File: config.mk
export PLATFORM = sky130hd
export DESIGN_NAME = fp16_mul_arbiter
export DESIGN_NICKNAME = d
export VERILOG_FILES = /design/src/rtl/fp16_mul_arbiter.sv
export SDC_FILE = /design/constraint.sdc
export NUM_CORES = 1
export LEC_CHECK = 0
export ABC_AREA = 1
export CAP_MARGIN = 10
export CORE_MARGIN = 2
export CORE_UTILIZATION = 35
export CTS_CLUSTER_DIAMETER = 200
export DETAILED_ROUTE_END_ITERATION = 8
export PLACE_DENSITY_LB_ADDON = 0.2
export SKIP_LAST_GASP = 1
export SYNTH_ARGS = -nofsm -noshare
export SYNTH_HDL_FRONTEND = slang
export SYNTH_SLANG_ARGS = --single-unit
File: constraint.sdc
create_clock -name clk -period 3.47 [get_ports clk]
set_input_delay 0.694 -clock clk [delete_from_list [all_inputs] [get_ports clk]]
set_output_delay 0.694 -clock clk [all_outputs]
set_load 0.1 [all_outputs]
File: src/rtl/fp16_mul_arbiter.sv
// fp16_mul_arbiter: round-robin sharing of one pipelined fp16 multiplier.
// Tags ride alongside the multiplier so each product returns to its owner.
module fp16_mul_arbiter #(
  parameter int NREQ  = 4,
  parameter int DW    = 16,
  parameter int M_LAT = 6,
  parameter int TW    = 3
) (
  input  logic               clk,
  input  logic               rst,
  input  logic               en,
  input  logic [NREQ-1:0]    req,
  input  logic [NREQ*DW-1:0] a_flat,
  input  logic [NREQ*DW-1:0] b_flat,
  output logic [NREQ-1:0]    gnt,
  output logic [DW-1:0]      mul_a,
  output logic [DW-1:0]      mul_b,
  output logic               mul_valid_in,
  input  logic [DW-1:0]      mul_result,
  input  logic               mul_valid_out,
  output logic [NREQ-1:0]    rsp_valid,
  output logic [DW-1:0]      rsp_data,
  output logic               busy,
  output logic               err
);

  localparam int PW = (NREQ > 1) ? $clog2(NREQ) : 1;
  localparam int CW = $clog2(M_LAT + 2);

  logic [PW-1:0] ptr;
  logic [PW-1:0] ptr_nxt;
  logic [TW-1:0] gidx;
  logic          accept;
  logic [DW-1:0] sel_a;
  logic [DW-1:0] sel_b;
  logic [M_LAT:0] stg_vld;
  logic [TW-1:0]  stg_tag [M_LAT+1];
  logic [CW-1:0]  settle;
  logic           hit;

  // Round-robin search starting at ptr; first requester found wins.
  always_comb begin
    int idx;
    idx    = 0;
    gnt    = '0;
    gidx   = '0;
    accept = 1'b0;
    for (int k = 0; k < NREQ; k++) begin
      idx = int'(ptr) + k;
      if (idx >= NREQ) idx = idx - NREQ;
      if (en && !accept && req[idx]) begin
        gnt[idx] = 1'b1;
        gidx     = TW'(idx);
        accept   = 1'b1;
      end
    end
  end

  // Pointer moves just past the winner, holds otherwise.
  always_comb begin
    ptr_nxt = ptr;
    if (accept) begin
      if (int'(gidx) == NREQ - 1) ptr_nxt = '0;
      else ptr_nxt = PW'(int'(gidx) + 1);
    end
  end

  // Operand mux driven by the one-hot grant.
  always_comb begin
    sel_a = '0;
    sel_b = '0;
    for (int i = 0; i < NREQ; i++) begin
      if (gnt[i]) begin
        sel_a = a_flat[i*DW +: DW];
        sel_b = b_flat[i*DW +: DW];
      end
    end
  end

  // Pointer and multiplier operand registers; operands hold when idle.
  always_ff @(posedge clk or posedge rst) begin
    if (rst) begin
      ptr   <= '0;
      mul_a <= '0;
      mul_b <= '0;
    end else begin
      ptr <= ptr_nxt;
      if (accept) begin
        mul_a <= sel_a;
        mul_b <= sel_b;
      end
    end
  end

  // Tag pipeline; stage 0 doubles as the multiplier valid_in.
  always_ff @(posedge clk or posedge rst) begin
    if (rst) begin
      stg_vld <= '0;
      for (int k = 0; k <= M_LAT; k++) stg_tag[k] <= '0;
    end else begin
      stg_vld    <= {stg_vld[M_LAT-1:0], accept};
      stg_tag[0] <= gidx;
      for (int k = 1; k <= M_LAT; k++) stg_tag[k] <= stg_tag[k-1];
    end
  end

  assign mul_valid_in = stg_vld[0];
  assign hit          = stg_vld[M_LAT] & mul_valid_out;

  // Registered response strobe routed by the emerging tag.
  always_ff @(posedge clk or posedge rst) begin
    if (rst) begin
      rsp_valid <= '0;
      rsp_data  <= '0;
    end else begin
      for (int i = 0; i < NREQ; i++)
        rsp_valid[i] <= hit && (stg_tag[M_LAT] == TW'(i));
      if (hit) rsp_data <= mul_result;
    end
  end

  // Settle window hides stale output of the unreset multiplier.
  always_ff @(posedge clk or posedge rst) begin
    if (rst) begin
      settle <= CW'(M_LAT + 1);
      err    <= 1'b0;
    end else if (settle != '0) begin
      settle <= settle - CW'(1);
    end else if (stg_vld[M_LAT] != mul_valid_out) begin
      err <= 1'b1;
    end
  end

  assign busy = (|stg_vld) | (|rsp_valid);

endmodule

==> qor.yml, run 1 <==
crit_arrival_ps: 2520
post-route-util: 0.553
synth_most_common_cell: "nand2_1"
cp-end-kind: "output pin"
synth_cell_types: 29
cts.sinks: 86
start_util: 0.360
syn_area_um2: 4780
placed_area_um2: 7040
setup_slack_ps: 257
netlist_instances: 647
fmax_ghz: 0.311
slew_headroom: 0.323
crit_cells: 12
finalCriticalPeriod_ps: 3210
htree_levels: 3
finalCritPeriodShare: 0.926
cts_tree: "yes"
synth_seq_cells: 86
core_area_um2: 13300
clk_latency_ps: 340
final_max_slew_viol_count: 0
cts_made_buffers: 9
status: "finished clean"
drt.antenna.violating_nets: 0
grt.total_usage: 0.198
rsz0062_at_grt: "false"
drt-initial-drc-count: 232
dieArea_um2: 14600
grt_pass1_wl_um: 22900
cp_max_fo: 10
synth_top_area_share: 0.434
num_rows: 42
async_flop_share: 1.00
ys_seq_area_frac: 0.451
hold_path.class: "reg2reg"
die_h_um: 121
dpl.hpwl_um: 11100
layout-drive-gt1-share: 0.107
ios: 211
cp_slowest_cell: "dfrtp_2"
cp-start-kind: "flip-flop"
num_antenna_cells: 0
vias: 4799
nets: 1015
synth_flop_cell: "dfrtp_1"
crit_type: "reg2out"
yosysWarnings: 0
cts.path.max_buffers: 2
yosys.area.top_type: "dfrtp_1"
grt_pass1_vias: 4638
synth_nets: 811
cap_violations: 0
antenna_found_initial: 0
areaGrowthSynthToFinish_pct: 53.8
cts_setup_buffers: 0
avgSynthCellArea_um2: 7.39
synth_edf_count: 0
drc: 0
ys_top_cells_by_count: "nand2_1, dfrtp_1, inv_1, a21oi_1, nand3_1"
finalHoldViolCount: 0
port_buffers: 210
die_w_um: 121
wl_um: 14700
cpPeakStageDelay_ps: 480
worstPathRequired_ps: 2780
whs_path_depth: 0
routed_via_density: 4.65
skew_ps: 7.74
critPathTopFamily: "simple AND/OR/NAND/NOR gates"
setup_viol: 0
worst_pin_slew_ps: 1010
wl_per_cell_um: 14.2
path_clk_slew_ps: 60
path_buf_inv: 4
yosys-top-cells-area: "dfrtp_1, nand2_1, inv_1"
reg2regPathDepth: 15
gp_congestion: 0.899
fin_area_um2: 7350
cp_cell_sequence: "inv_2 > ha_1 > inv_1 > nand3_1 > inv_1 > nor2_2 > nand2_2 > nand2_1 > nor2_2 > nand3_1 > nand2_2 > buf_12"
first_pass_iters: 5
grt-ovfl-total: 0
setup-tns-final_ps: 0
post-place-ws_ps: 449
grt_start_max_net_pins: 53
clock-root-buffer: "clkbuf_16"
-- final timing paths --
kind / start / to / slack (ps)
max in group asynchronous: rst / stg_tag[1]$_DFF_PP0_ / 1950
setup reg to reg: ptr[0]$_DFFE_PP0P_ / mul_b[9]$_DFFE_PP0P_ / 680
hold / removal: stg_tag[7]$_DFF_PP0_ / stg_tag[4]$_DFF_PP0_ / 340
setup / recovery: ptr[0]$_DFFE_PP0P_ / gnt[3] / 260
min in group asynchronous: rst / stg_tag[16]$_DFF_PP0_ / 840
hold reg to reg: stg_tag[7]$_DFF_PP0_ / stg_tag[4]$_DFF_PP0_ / 340
-- layer usage --
layer / up-vias / GRT usage / routed length (um)
li1: 2388 / - / -
met1: 2192 / 0.249 / 6040
met2: 193 / 0.343 / 7260
met3: 26 / 0.0301 / 1020
met4: 0 / 0.0763 / 341
met5: - / 0 / 0
-- worst register-to-register path: stages, from the launching register on --
cell and delay [ps]:
dfrtp_2 480, inv_2 150, ha_1 400, inv_1 120, nand3_1 100, inv_1 70
nor2_2 60, nand2_2 110, nand2_1 80, nor2_2 150, nand3_1 110, nand2_2 180
buf_4 410, nand2_1 120, nand2_1 100, nand2_1 60
-- final cells by class --
cell class | count | area, um2
tap | 176 | 220
multi-input combinational | 447 | 2130
fill | 1230 | 5940
timing repair buffer | 222 | 2220
inverter | 85 | 320
sequential | 86 | 2160
clock inverter | 6 | 68.8
clock buffer | 10 | 239
-- metrics by stage --
step	std cells	hold slack (ps)
2_1_floorplan	647	331
3_3_place_gp	1016	334
3_5_place_dp	1016	336
4_1_cts	1032	351
5_1_grt	1032	354
6_report	1032	345
-- kinds of logic (layout without fill, tap and decap cells) --
family                   count (synthesis)  after routing  share of synthesized area
XOR/XNOR                                 2              2                    0.00366
AND/OR/NAND/NOR                        341            341                      0.282
multiplexers                            16             16                     0.0377
AO/OA/AOI/OAI                           76             76                     0.0890
buffers and inverters                  114            323                      0.106
adder cells (fa/ha/maj)                 12             12                     0.0314
flip-flops                              86             86                      0.451
-- cell usage in the layout (no fill, tap or decap), types with 3 or more instances in the layout --
| master | synthesis | layout |
|---|---|---|
| nand2_1 | 293 | 291 |
| clkdlybuf4s50_1 | 0 | 192 |
| dfrtp_1 | 83 | 81 |
| inv_1 | 80 | 79 |
| a21oi_1 | 57 | 57 |
| buf_4 | 8 | 24 |
| nand3_1 | 17 | 17 |
| mux2_2 | 16 | 16 |
| nor2_1 | 12 | 12 |
| ha_1 | 12 | 12 |
| a21oi_2 | 9 | 9 |
| clkbuf_16 | 0 | 9 |
| nand2_2 | 4 | 6 |
| buf_12 | 0 | 6 |
| inv_2 | 5 | 5 |
| nor3_1 | 5 | 5 |
| o21ai_0 | 4 | 4 |
| nor2_2 | 3 | 3 |
| nand4_1 | 3 | 3 |
| dfstp_2 | 3 | 3 |
-- repair_timing --
item / 4_1_cts / 5_1_grt
hold buffers: 0 / 0
gates resized for setup: 0 / 2
endpoints found under the setup margin: 0 / 4
hold endpoints to repair: 0 / 0
-- registers in the layout, indices dropped and copies added, names as in the netlist --
signal     flops
stg_tag       21
rsp_data      16
err            1
mul_a         16
rsp_valid      4
stg_vld        7
mul_b         16
settle         3
ptr            2
Power of run 1 is not shown: default switching activity piles up to over one toggle a cycle in this logic, so the estimate is an artifact.
==> inputs of run 2 (changes only) <==
Settings changed: CORE_UTILIZATION 35 to 43.
==> run 2 against run 1 <==
- global-route usage up 4.0 points
- critical path depth shrank 2
- non-clock buffer count shrank 3
- cell count fell by 3.8%
- largest cell class unchanged
- sequential share of layout area up 0.45 points
- flip-flop and latch count unchanged
- hold slack improved by 9.7 ps
- critical endpoint is now gnt[1]
- register-to-register slack better by 40 ps
- first-iteration DRC count grew 46%
==> qor.yml, run 2 (synthesis results as in run 1) <==
regMostFlops: "stg_tag"
layout_commonest_cell: "nand2_1"
fmax_ghz: 0.314
cp_max_fo: 13
finalCriticalPeriod_ps: 3190
routed_via_density: 4.77
layout-drive-gt1-share: 0.0985
num_rows: 38
htree_levels: 3
rsz0062_at_grt: "false"
vias: 4739
ios: 211
core_area_um2: 10800
grt.total_usage: 0.238
final_max_slew_viol_count: 0
r2r_start: "ptr[0]$_DFFE_PP0P_"
whs_endpoint: "stg_tag[1]$_DFF_PP0_"
timing.hold.ws_ps: 355
r2r_setup_slack_ps: 720
setup_slack_ps: 281
die_w_um: 109
port_buffers: 210
wl_per_cell_um: 14.1
cts_setup_buffers: 0
whs_path_depth: 0
cts.path.max_buffers: 2
grt_start_max_net_pins: 56
nets: 1012
instances_no_fill: 993
first_pass_iters: 4
finalCritPeriodShare: 0.919
drt-initial-drc-count: 338
status: "finished clean"
hp-start: "stg_tag[4]$_DFF_PP0_"
dieArea_um2: 12000
cts_made_buffers: 9
skew_ps: 8.24
cts_resized: 0
setup-tns-final_ps: 0
largest_reg_flops: 21
cp-end-kind: "output pin"
layout_common_cells: "nand2_1, clkdlybuf4s50_1, dfrtp_1, inv_1, a21oi_1"
areaGrowthSynthToFinish_pct: 51.3
cp-start-kind: "flip-flop"
antenna_found_initial: 0
dpl.hpwl_um: 10400
drc: 0
cts_tree: "yes"
cts.sinks: 86
post-place-ws_ps: 325
grt-ovfl-total: 0
crit_type: "reg2out"
setup_viol: 0
die_h_um: 109
grt_pass1_vias: 4571
start_util: 0.441
num_antenna_cells: 0
fillers: 921
wl_um: 14000
r2r-end: "mul_b[1]$_DFFE_PP0P_"
crit_arrival_ps: 2500
cap_violations: 0
multi_input_area_um2: 2130
reg2regPathDepth: 15
path_clk_slew_ps: 90
finalHoldViolCount: 0
clock-root-buffer: "clkbuf_8"
dpl.cell_count: 977
clk_latency_ps: 360
slew_headroom: 0.319
grt_pass1_wl_um: 22100
worstPathRequired_ps: 2780
worst_pin_slew_ps: 1020
gp_congestion: 0.856
hold_path.class: "reg2reg"
drt.antenna.violating_nets: 0
postCtsHoldBufs: 0
final-seq-area_um2: 2160
==> run 2: cell count changes in the layout (fill, tap and decap cells not counted), moves of 2 or more <==
cell | before | now
clkbuf_16 | 9 | 0
clkinv_4 | 2 | 0
clkbuf_8 | 1 | 9
dfrtp_2 | 2 | 0
bufinv_16 | 1 | 3
clkdlybuf4s50_1 | 192 | 195
buf_4 | 24 | 19
inv_8 | 0 | 3
dfrtp_1 | 81 | 83
==> run 2: stage by stage <==
| step | cell area, um2 | utilization |
|---|---|---|
| CTS | 7240 | 0.667 |
| detailed placement | 6970 | 0.643 |
| global route | 7240 | 0.667 |
| floorplan | 4780 | - |
| finish | 7240 | 0.667 |
| global placement | 6970 | 0.643 |
==> run 2: routing by layer <==
metal,up-vias,share of wire,global-route usage,routed length [um]
li1,2376,-,-,-
met1,2162,0.41,0.301,5820
met2,175,0.48,0.396,6780
met3,26,0.076,0.0557,1070
met4,0,0.025,0.0895,349
met5,-,0,0,0
==> run 2: layout make-up <==
class	count	share of cell area
repair buffers	219	0.303
flip-flops and latches	86	0.298
multi-input cells	447	0.294
inverters	85	0.0443
well taps	140	0.0242
clock inverters	7	0.0194
clock buffers	9	0.0171
==> run 2: critical path: stages (launching register included) <==
cell and delay, ps:
dfrtp_1 400, inv_2 160, ha_1 320, inv_1 110, nand3_1 100, nand2_1 100
inv_1 40, o21ai_1 240, nand4_1 150, nand2_2 290, buf_12 220
==> run 2: worst max-delay path by stage <==
stage	slack, ps	from	depth (start not counted)	to
floorplan	490	ptr[1]$_DFFE_PP0P_	14	gnt[3]
global placement	440	req[1]	17	mul_b[1]$_DFFE_PP0P_
detailed placement	330	req[0]	17	mul_a[4]$_DFFE_PP0P_
CTS	290	ptr[0]$_DFFE_PP0P_	10	gnt[1]
global route	90	ptr[0]$_DFFE_PP0P_	10	gnt[1]
finish	280	ptr[0]$_DFFE_PP0P_	10	gnt[1]
Power of run 2 is left out for the same reason.
